### src/rtl/pcs_sync_param.sv
// PCS receive synchronization with parametrised acquire/lose thresholds.
// Define SYNC_STATS_EN to add the saturating los_count / bad_cg_count statistics.
module pcs_sync_param #(
  parameter int COMMAS_TO_SYNC   = 3,
  parameter int BAD_CGS_LOSE     = 4,
  parameter int GOOD_CGS_RECOVER = 4,
  parameter int STAT_W           = 16
) (
  input  logic              GTX_CLK,
  input  logic              mr_main_reset,
  input  logic [9:0]        rx_code_group,
  output logic [9:0]        SUDI,
  output logic              rx_even,
  output logic              sync_status,
  output logic              cg_bad
`ifdef SYNC_STATS_EN
  ,
  output logic [STAT_W-1:0] los_count,
  output logic [STAT_W-1:0] bad_cg_count
`endif
);

  if (COMMAS_TO_SYNC < 2 || COMMAS_TO_SYNC > 15 ||
      BAD_CGS_LOSE < 1 || BAD_CGS_LOSE > 15 ||
      GOOD_CGS_RECOVER < 1 || GOOD_CGS_RECOVER > 15 ||
      STAT_W < 1) begin : g_param_check
    $error("pcs_sync_param: parameter out of range");
  end

  localparam logic [3:0] COMMA_TGT = 4'(COMMAS_TO_SYNC);
  localparam logic [3:0] BAD_TGT   = 4'(BAD_CGS_LOSE);
  localparam logic [3:0] GOOD_TGT  = 4'(GOOD_CGS_RECOVER);

  typedef enum logic [1:0] {
    LOSS_OF_SYNC  = 2'd0,
    ACQUIRE_SYNC  = 2'd1,
    SYNC_ACQUIRED = 2'd2
  } state_t;

  function automatic logic [3:0] ones10(input logic [9:0] v);
    logic [3:0] s;
    s = '0;
    for (int i = 0; i < 10; i++) s = s + {3'b000, v[i]};
    return s;
  endfunction

  state_t     state, state_nxt;
  logic       rd, rd_nxt;               // 1 = positive running disparity
  logic [3:0] comma_cnt, comma_cnt_nxt;
  logic [3:0] bad_cnt, bad_cnt_nxt;
  logic [3:0] good_cnt, good_cnt_nxt;
  logic       even_nxt;
  logic       sync_nxt;

  logic [3:0] ones;
  logic       comma;
  logic       valid_any;
  logic       valid_rd;
  logic       invalid;
  logic       odd_pos;
  logic       cgbad;

  assign ones      = ones10(rx_code_group);
  assign comma     = (rx_code_group[9:3] == 7'b0011111) ||
                     (rx_code_group[9:3] == 7'b1100000);
  assign valid_any = (ones == 4'd4) || (ones == 4'd5) || (ones == 4'd6);
  assign valid_rd  = (ones == 4'd5) || ((ones == 4'd6) && !rd) || ((ones == 4'd4) && rd);
  assign invalid   = (state == LOSS_OF_SYNC) ? !valid_any : !valid_rd;
  assign odd_pos   = rx_even;

  // Alignment is unknown before the first comma, so position only matters once acquiring.
  assign cgbad     = invalid || ((state != LOSS_OF_SYNC) && comma && odd_pos);

  always_comb begin
    state_nxt     = state;
    comma_cnt_nxt = comma_cnt;
    bad_cnt_nxt   = bad_cnt;
    good_cnt_nxt  = good_cnt;
    rd_nxt        = rd;
    even_nxt      = (comma && !cgbad) ? 1'b1 : !rx_even;

    // A valid 6-ones group leaves positive disparity, a valid 4-ones group negative.
    if (!invalid) begin
      if (ones == 4'd6)      rd_nxt = 1'b1;
      else if (ones == 4'd4) rd_nxt = 1'b0;
    end

    case (state)
      LOSS_OF_SYNC: begin
        if (comma && !cgbad) begin
          state_nxt     = ACQUIRE_SYNC;
          comma_cnt_nxt = 4'd1;
        end
      end
      ACQUIRE_SYNC: begin
        if (cgbad) begin
          state_nxt     = LOSS_OF_SYNC;
          comma_cnt_nxt = 4'd0;
        end else if (comma) begin
          comma_cnt_nxt = comma_cnt + 4'd1;
          if (comma_cnt + 4'd1 == COMMA_TGT) begin
            state_nxt    = SYNC_ACQUIRED;
            bad_cnt_nxt  = 4'd0;
            good_cnt_nxt = 4'd0;
          end
        end
      end
      SYNC_ACQUIRED: begin
        if (cgbad) begin
          good_cnt_nxt = 4'd0;
          if (bad_cnt + 4'd1 == BAD_TGT) begin
            state_nxt     = LOSS_OF_SYNC;
            bad_cnt_nxt   = 4'd0;
            comma_cnt_nxt = 4'd0;
          end else begin
            bad_cnt_nxt = bad_cnt + 4'd1;
          end
        end else if (bad_cnt != 4'd0) begin
          if (good_cnt + 4'd1 == GOOD_TGT) begin
            bad_cnt_nxt  = bad_cnt - 4'd1;
            good_cnt_nxt = 4'd0;
          end else begin
            good_cnt_nxt = good_cnt + 4'd1;
          end
        end else begin
          good_cnt_nxt = 4'd0;
        end
      end
      default: begin
        state_nxt     = LOSS_OF_SYNC;
        comma_cnt_nxt = 4'd0;
        bad_cnt_nxt   = 4'd0;
        good_cnt_nxt  = 4'd0;
      end
    endcase

    sync_nxt = (state_nxt == SYNC_ACQUIRED);
  end

  always_ff @(posedge GTX_CLK) begin
    if (!mr_main_reset) begin
      state       <= LOSS_OF_SYNC;
      rd          <= 1'b0;
      comma_cnt   <= 4'd0;
      bad_cnt     <= 4'd0;
      good_cnt    <= 4'd0;
      SUDI        <= 10'd0;
      rx_even     <= 1'b0;
      sync_status <= 1'b0;
      cg_bad      <= 1'b0;
    end else begin
      state       <= state_nxt;
      rd          <= rd_nxt;
      comma_cnt   <= comma_cnt_nxt;
      bad_cnt     <= bad_cnt_nxt;
      good_cnt    <= good_cnt_nxt;
      SUDI        <= rx_code_group;
      rx_even     <= even_nxt;
      sync_status <= sync_nxt;
      cg_bad      <= cgbad;
    end
  end

`ifdef SYNC_STATS_EN
  function automatic logic [STAT_W-1:0] sat_inc(input logic [STAT_W-1:0] v);
    return (&v) ? v : v + 1'b1;
  endfunction

  logic los_inc;
  logic bad_inc;

  assign los_inc = (state == SYNC_ACQUIRED) && (state_nxt == LOSS_OF_SYNC);
  assign bad_inc = (state == SYNC_ACQUIRED) && cgbad;

  always_ff @(posedge GTX_CLK) begin
    if (!mr_main_reset) begin
      los_count    <= '0;
      bad_cg_count <= '0;
    end else begin
      if (los_inc) los_count    <= sat_inc(los_count);
      if (bad_inc) bad_cg_count <= sat_inc(bad_cg_count);
    end
  end
`endif

endmodule
### config.mk
export PLATFORM = sky130hd
export DESIGN_NAME = pcs_sync_param
export DESIGN_NICKNAME = d
export VERILOG_FILES = /design/src/rtl/pcs_sync_param.sv
export SDC_FILE = /design/constraint.sdc
export NUM_CORES = 1
export LEC_CHECK = 0
export ABC_CLOCK_PERIOD_IN_PS = 12950
export CAP_MARGIN = 0
export CORE_ASPECT_RATIO = 1.1
export CORE_MARGIN = 4
export CORE_UTILIZATION = 50
export CTS_CLUSTER_SIZE = 20
export DETAILED_ROUTE_END_ITERATION = 7
export PLACE_DENSITY_LB_ADDON = 0.05
export SYNTH_ARGS = -nofsm -noshare
export SYNTH_HDL_FRONTEND = slang
export SYNTH_SLANG_ARGS = --single-unit
### constraint.sdc
create_clock -name GTX_CLK -period 12.95 [get_ports GTX_CLK]
set_input_delay 2.59 -clock GTX_CLK [delete_from_list [all_inputs] [get_ports GTX_CLK]]
set_output_delay 2.59 -clock GTX_CLK [all_outputs]
set_load 0.02 [all_outputs]
# After elaboration in Yosys (flattened, before gate mapping)
# Index checks and enable logic that the tools add are counted.
dict set report totals {
  elab_cells 97
  out_inout_bits 13
  input_bits 12
  ff_bits 28
}
dict set report classes {
  n_reduce_logical 24
  n_addsub 13
  muxes 29
  n_bitwise 2
  n_eq_ne 20
}
# cell count
set op_table {}
lappend op_table {{$mux 4} 15}
lappend op_table {{$pmux 4 s3} 3}
lappend op_table {{$add 4x1->4} 6}
lappend op_table {{$eq 4x3->1 const B} 5}
lappend op_table {{$add 4x1->4 const B} 3}
lappend op_table {{$mux 2} 6}
lappend op_table {{$ne 2x2->1 const B} 5}
lappend op_table {{$ne 3x3->1 const B} 3}
lappend op_table {{$reduce_and 4->1} 2}
lappend op_table {{$eq 7x5->1 const B} 1}
lappend op_table {{$eq 7x7->1 const B} 1}
lappend op_table {{$logic_or 1x1->1} 6}
lappend op_table {{$pmux 2 s3} 1}
lappend op_table {{$reduce_and 6->1} 1}
lappend op_table {{$logic_and 1x1->1} 5}
lappend op_table {{$logic_not 1->1} 5}
lappend op_table {{$add 3x1->4} 1}
lappend op_table {{$eq 2x2->1 const B} 2}
lappend op_table {{$eq 4x2->1 const B} 1}
lappend op_table {{$mux 1} 4}
lappend op_table {{$reduce_bool 2->1} 2}
lappend op_table {{$reduce_bool 4->1} 1}
lappend op_table {{$sub 4x1->4 const B} 1}
lappend op_table {{$add 2x1->3} 1}
lappend op_table {{6 further kinds} 7}

# Logic depth before layout (Yosys ltp)
dict set report logic_depth {
  ltp_word 21
  ltp_mapped 14
  ltp_nobuf 13
}

# Least setup slack after synthesis
# Ideal clock, no wire load.
dict set report synth_timing {
  path_kind {input-to-reg}
  startpoint {input port rx_code_group[0]}
  endpoint {register bad_cnt[1]}
  arrival_time_ps 6447
  path_buffers 1
  t_required_ps 12863
  setup_time_ps 87
  stages 14
  path_slack_ps 6416
  cell_sequence {fa_1 -> fa_1 -> inv_1 -> fa_1 -> inv_1 -> ha_1 -> fa_1 -> a211oi_1 -> mux2i_1 -> a221o_1 -> buf_6 -> o41a_4 -> or2_4 -> o31ai_1}
}
dict set report synth_between {
  elab_chain_cells 18
  elab_cells_between_ends 28
  cone_classes {add/sub (9); eq/ne (6); mux (3); reduce/logical (10)}
}
# item line
set synth_lines {}
lappend synth_lines {{start, declared} 11} ;# input logic [9:0] rx_code_group,
lappend synth_lines {{$add 1x1->2 (*)} 43} ;# for (int i = 0; i < 10; i++) s = s + {3'b000, v[i]};
lappend synth_lines {{$add 2x1->3 (*)} 43}
lappend synth_lines {{$add 3x1->4 (*)} 43}
lappend synth_lines {{$add 4x1->4 (*) (6 in a row)} 43}
lappend synth_lines {{$eq 4x3->1} {66, 67}}
lappend synth_lines {{$logic_and 1x1->1} 67} ;# assign valid_rd = (ones == 4'd5) || ((ones == 4'd6) && !rd) || ((ones == 4'd4) && rd);
lappend synth_lines {{$logic_or 1x1->1 (2 in a row)} 67}
lappend synth_lines {{$logic_not 1->1} 68} ;# assign invalid = (state == LOSS_OF_SYNC) ? !valid_any : !valid_rd;
lappend synth_lines {{$mux 1 (*)} 68}
lappend synth_lines {{$logic_or 1x1->1 (*)} 72} ;# assign cgbad = invalid || ((state != LOSS_OF_SYNC) && comma && odd_pos);
lappend synth_lines {{$ne 3x3->1 (no source line), or another cell as far along} n/a}
lappend synth_lines {{$reduce_and 6->1 (no source line) or $pmux 4 s3 (tied branches)} n/a}
lappend synth_lines {{end signal, assigned} 155} ;# bad_cnt <= bad_cnt_nxt;
lappend synth_lines {{end, declared} 50} ;# logic [3:0] bad_cnt, bad_cnt_nxt;
# Every way passes the cells marked *; elsewhere a longest branch is shown, timed or not.
# A chain may end at the register's enable or synchronous reset.

# Worst setup path after layout
dict set report layout_timing {
  startpoint {input port rx_code_group[3]}
  endpoint {register bad_cnt[1]}
}
dict set report layout_between {
  elab_chain_cells 16
  elab_cells_between_ends 32
  cone_classes {add/sub (7); eq/ne (9); mux (3); reduce/logical (13)}
}
# item line
set layout_lines {}
lappend layout_lines {{$add 3x1->4} 43}
lappend layout_lines {{$add 4x1->4 (6 in a row)} 43}
lappend layout_lines {{$eq 4x3->1} {66, 67}}
lappend layout_lines {{$logic_and 1x1->1} 67}
lappend layout_lines {{$logic_or 1x1->1 (2 in a row)} 67}
lappend layout_lines {{$logic_not 1->1} 68}
lappend layout_lines {{$mux 1} 68}
lappend layout_lines {{$logic_or 1x1->1} 72}
lappend layout_lines {{$ne 3x3->1 (no source line), or another cell as far along} n/a}
lappend layout_lines {{$reduce_and 6->1 (no source line) or $pmux 4 s3 (tied branches)} n/a}
# Several ways; a longest one is shown, not always the timed one.

==> key figures <==
Final layout
  – Layout cells sized above 1: about 3.9%
  – Fillers: approximately 290
  – Nets: about 230
  – Commonest non-fill, non-tap cell in the layout: dfxtp_1
  – Final cell count without fillers: 240
  – Highest-count cells in the layout ignoring fill and taps: 28 x dfxtp_1, 24 x clkdlybuf4s50_1, 14 x a21oi_1
  – Diode count: 0
  – Area delta synth->final: 16.89%

Setup path
  – Critical Path End Type: register
  – Critical path's most frequent cell: fa_1
  – Delay-heaviest family, CP: adder cells
  – CP cell instances: clkdlybuf4s50_1 -> fa_1 -> fa_1 -> inv_1 -> fa_1 -> inv_1 -> ha_1 -> fa_1 -> a211oi_1 -> mux2i_1 -> a221o_1 -> o41a_4 -> or2_4 -> o31ai_1
  – Internal reg-to-reg setup slack: 10470 ps
  – Critical-path top delay cell: o41a_4
  – Kind of critical path: in2reg
  – Critical Path Source Type: primary input
  – CP bufs+invs: 3
  – CP Data Required Time: between 10000 and 15000 ps
  – Worst endpoint data arrival time: around 7200 ps
  – Max stage delay on crit path: 560 ps
  – CP Max Fanout: 9

Hold path
  – Worst Hold Class: reg2reg

Yosys
  – Synth Area per Inst: roughly 9 um^2
  – Netlist cell types: 47
  – Post-synth EDFFs: 0
  – Ys async rst share: 0%
  – Synth Warn #: 0
  – Mapped Area: around 1700 um^2
  – Register bit total from synthesis: 28
  – Sequential area share after synthesis: approximately a third
  – Synth Net Count: 209
  – Post-Syn Instances: 184
  – Post-synth top flop: dfxtp_1

Global routing
  – Vias in the first global route: ~1.4k
  – Pin count of the biggest net entering global routing: 21
  – Overflow after GRT: 0
  – Gr usage total: 18.20%
  – First-pass GRT wire length: 6.189 mm
  – Initial antenna violation count: 0

Timing
  – Final Max Slew Viols: 0
  – Unrepaired setup endpoints after global routing: false
  – Actual slew at the worst max-slew pin: 963.1 ps
  – Post-Route Setup TNS: 0 ps
  – Fin crit share: approximately 54%
  – Worst rel slew slack: a little over a third
  – Fin crit period: between 6000 and 7000 ps
  – Final Hold Violating Endpoints: 0
  – Max Fclk: ~140 MHz
  – Worst Clk Skew: about 1.8 ps
  – Final setup viols: 0

Drt
  – Post-DRT Antenna Nets: 0
  – Drt drc: 0
  – Drt total wl: around 3.6 mm
  – Vias post-DR: 1448
  – Pre-antenna DRT Iters: 4
  – Initial DRC Count: 93
  – Vias/cell: about 6.0
  – Wire length per cell: between 10 and 15 um

Flow run
  – Max_cap viols: 0

Outcome
  – Outcome: finished clean

Floorplan
  – DIE WIDTH: 62.80 um
  – Cell row count: 21
  – Die H: roughly 70 um
  – Die ar.: 4288 um^2
  – Core area: around 3100 um^2
  – Initial Util: between 50 and 60%
  – Num ports: 25

Power and ir drop
  – Power density over cell area: between 100 and 150 nW/um^2
  – Worst IR drop on VDD: slightly below 0.00007 V
  – Pleak: 0.7033 nW

Clock network
  – Clk buf depth: 2
  – Postcts setup bufs: 0
  – Root Buffer: clkbuf_4
  – Post-CTS sizing: 0
  – TritonCTS clock tree: yes
  – Clock transition at path regs: approximately 140 ps
  – Sink Count: 28
  – Clk_lat worst skew: around 320 ps
  – H-Tree Depth: 1
  – # hold bufs at CTS: 0
  – TritonCTS Buffers: 3

Placed design
  – Input/output buffers: 24
  – RD Place Congestion: approximately 0.83
  – Hpwl dp: around 2.9 mm
  – Dpl cells: roughly 240
[stage by stage]
| stage | total power (W) | worst slack, ps | area, um^2 | utilization, % | hold WS [ps] |
|---|---|---|---|---|---|
| 3_5_place_dp | 0.0001727 | 5634 | 1908 | 61.54 | 479.5 |
| 3_3_place_gp | 0.0001701 | 5767 | 1908 | 61.54 | 471.5 |
| 2_1_floorplan | 0.0001540 | 6416 | 1652 | - | 474.7 |
| 6_report | 0.0002061 | 5960 | 1931 | 62.27 | 513.5 |
| 4_1_cts | 0.0002080 | 5965 | 1931 | 62.27 | 514.4 |
| 5_1_grt | 0.0002217 | 5780 | 1931 | 62.27 | 554.1 |
[worst register-to-register path: cells and delay by family (launching register included)]
kind             cells  cell delay (ps)
AO/OA/AOI/OAI        4             1420
flip-flops           1              410
AND/OR/NAND/NOR      2              580
[area by class of cell]
type                       instances  area (um^2)  area share (%)
sequential                        28        560.5           29.03
multi-input combinational        138         1016           52.62
clock buffer                       3        22.52           1.167
inverter                          13        48.80           2.528
timing repair buffer              24        240.2           12.44
tap                               34        42.54           2.204
[path summary, 6_finish.rpt]
kind / startpoint / end / cells after the start
hold reg to reg: rx_even / rx_even / 1
hold / removal: rx_even / rx_even / 1
setup / recovery: rx_code_group[3] / bad_cnt[1] / 14
setup reg to reg: state[1] / bad_cnt[1] / 6
[flip-flops by register name (all words and copies together) (netlist names)]
register,flops
SUDI,10
bad_cnt,4
cg_bad,1
comma_cnt,4
good_cnt,4
rd,1
rx_even,1
state,2
sync_status,1
[cell families after synthesis]
kind of cell	synth area share [%]
AOI/OAI and AO/OA	22.27
xor gates and xnor gates	1.061
adders and majority gates	12.58
buffers and inverters	4.545
DFF	33.94
muxes	1.212
and+or+nand+nor	24.39
[layer usage]
layer  up-vias  routed length, um  share of wire, %  global-route usage (%)
met5         -                  0                 0                       0
met4         0                 32              0.89                   6.336
met3         4                122               3.4                   2.956
met2        24               1768                49                   31.82
met1       689               1673                47                   23.04
li1        731                  -                 -                       -
[synthesized netlist by cell type, types with 2 or more instances]
master	number	area, um^2
mux2i_1	2	20.02
o21ai_0	3	15.01
a221oi_1	2	17.52
nor3b_1	3	22.52
nand3_1	6	30.03
nor4bb_1	2	20.02
a21oi_1	14	70.07
and4_1	2	17.52
fa_1	6	120.1
or2_4	2	17.52
and2_1	10	62.56
o31ai_1	3	22.52
inv_1	13	48.80
o21a_1	2	15.01
nor4_2	2	25.02
dfxtp_1	28	560.5
a21boi_0	2	15.01
a22oi_1	2	15.01
nand4_1	2	12.51
nand2_1	11	41.29
clkbuf_1	4	15.01
nor2_1	11	41.29
nor3_1	10	50.05
a211oi_1	2	15.01
or3_1	5	31.28
o211ai_1	7	52.55
ha_1	7	87.58
o21ai_1	2	10.01
[where the power goes]
group	switching [W]	internal, W	total [W]
registers	0.00000200	0.0000905	0.0000925
clock network	0.0000243	0.0000109	0.0000352
logic	0.0000468	0.0000316	0.0000784
No activity file was read; power rests on OpenSTA's default activity.
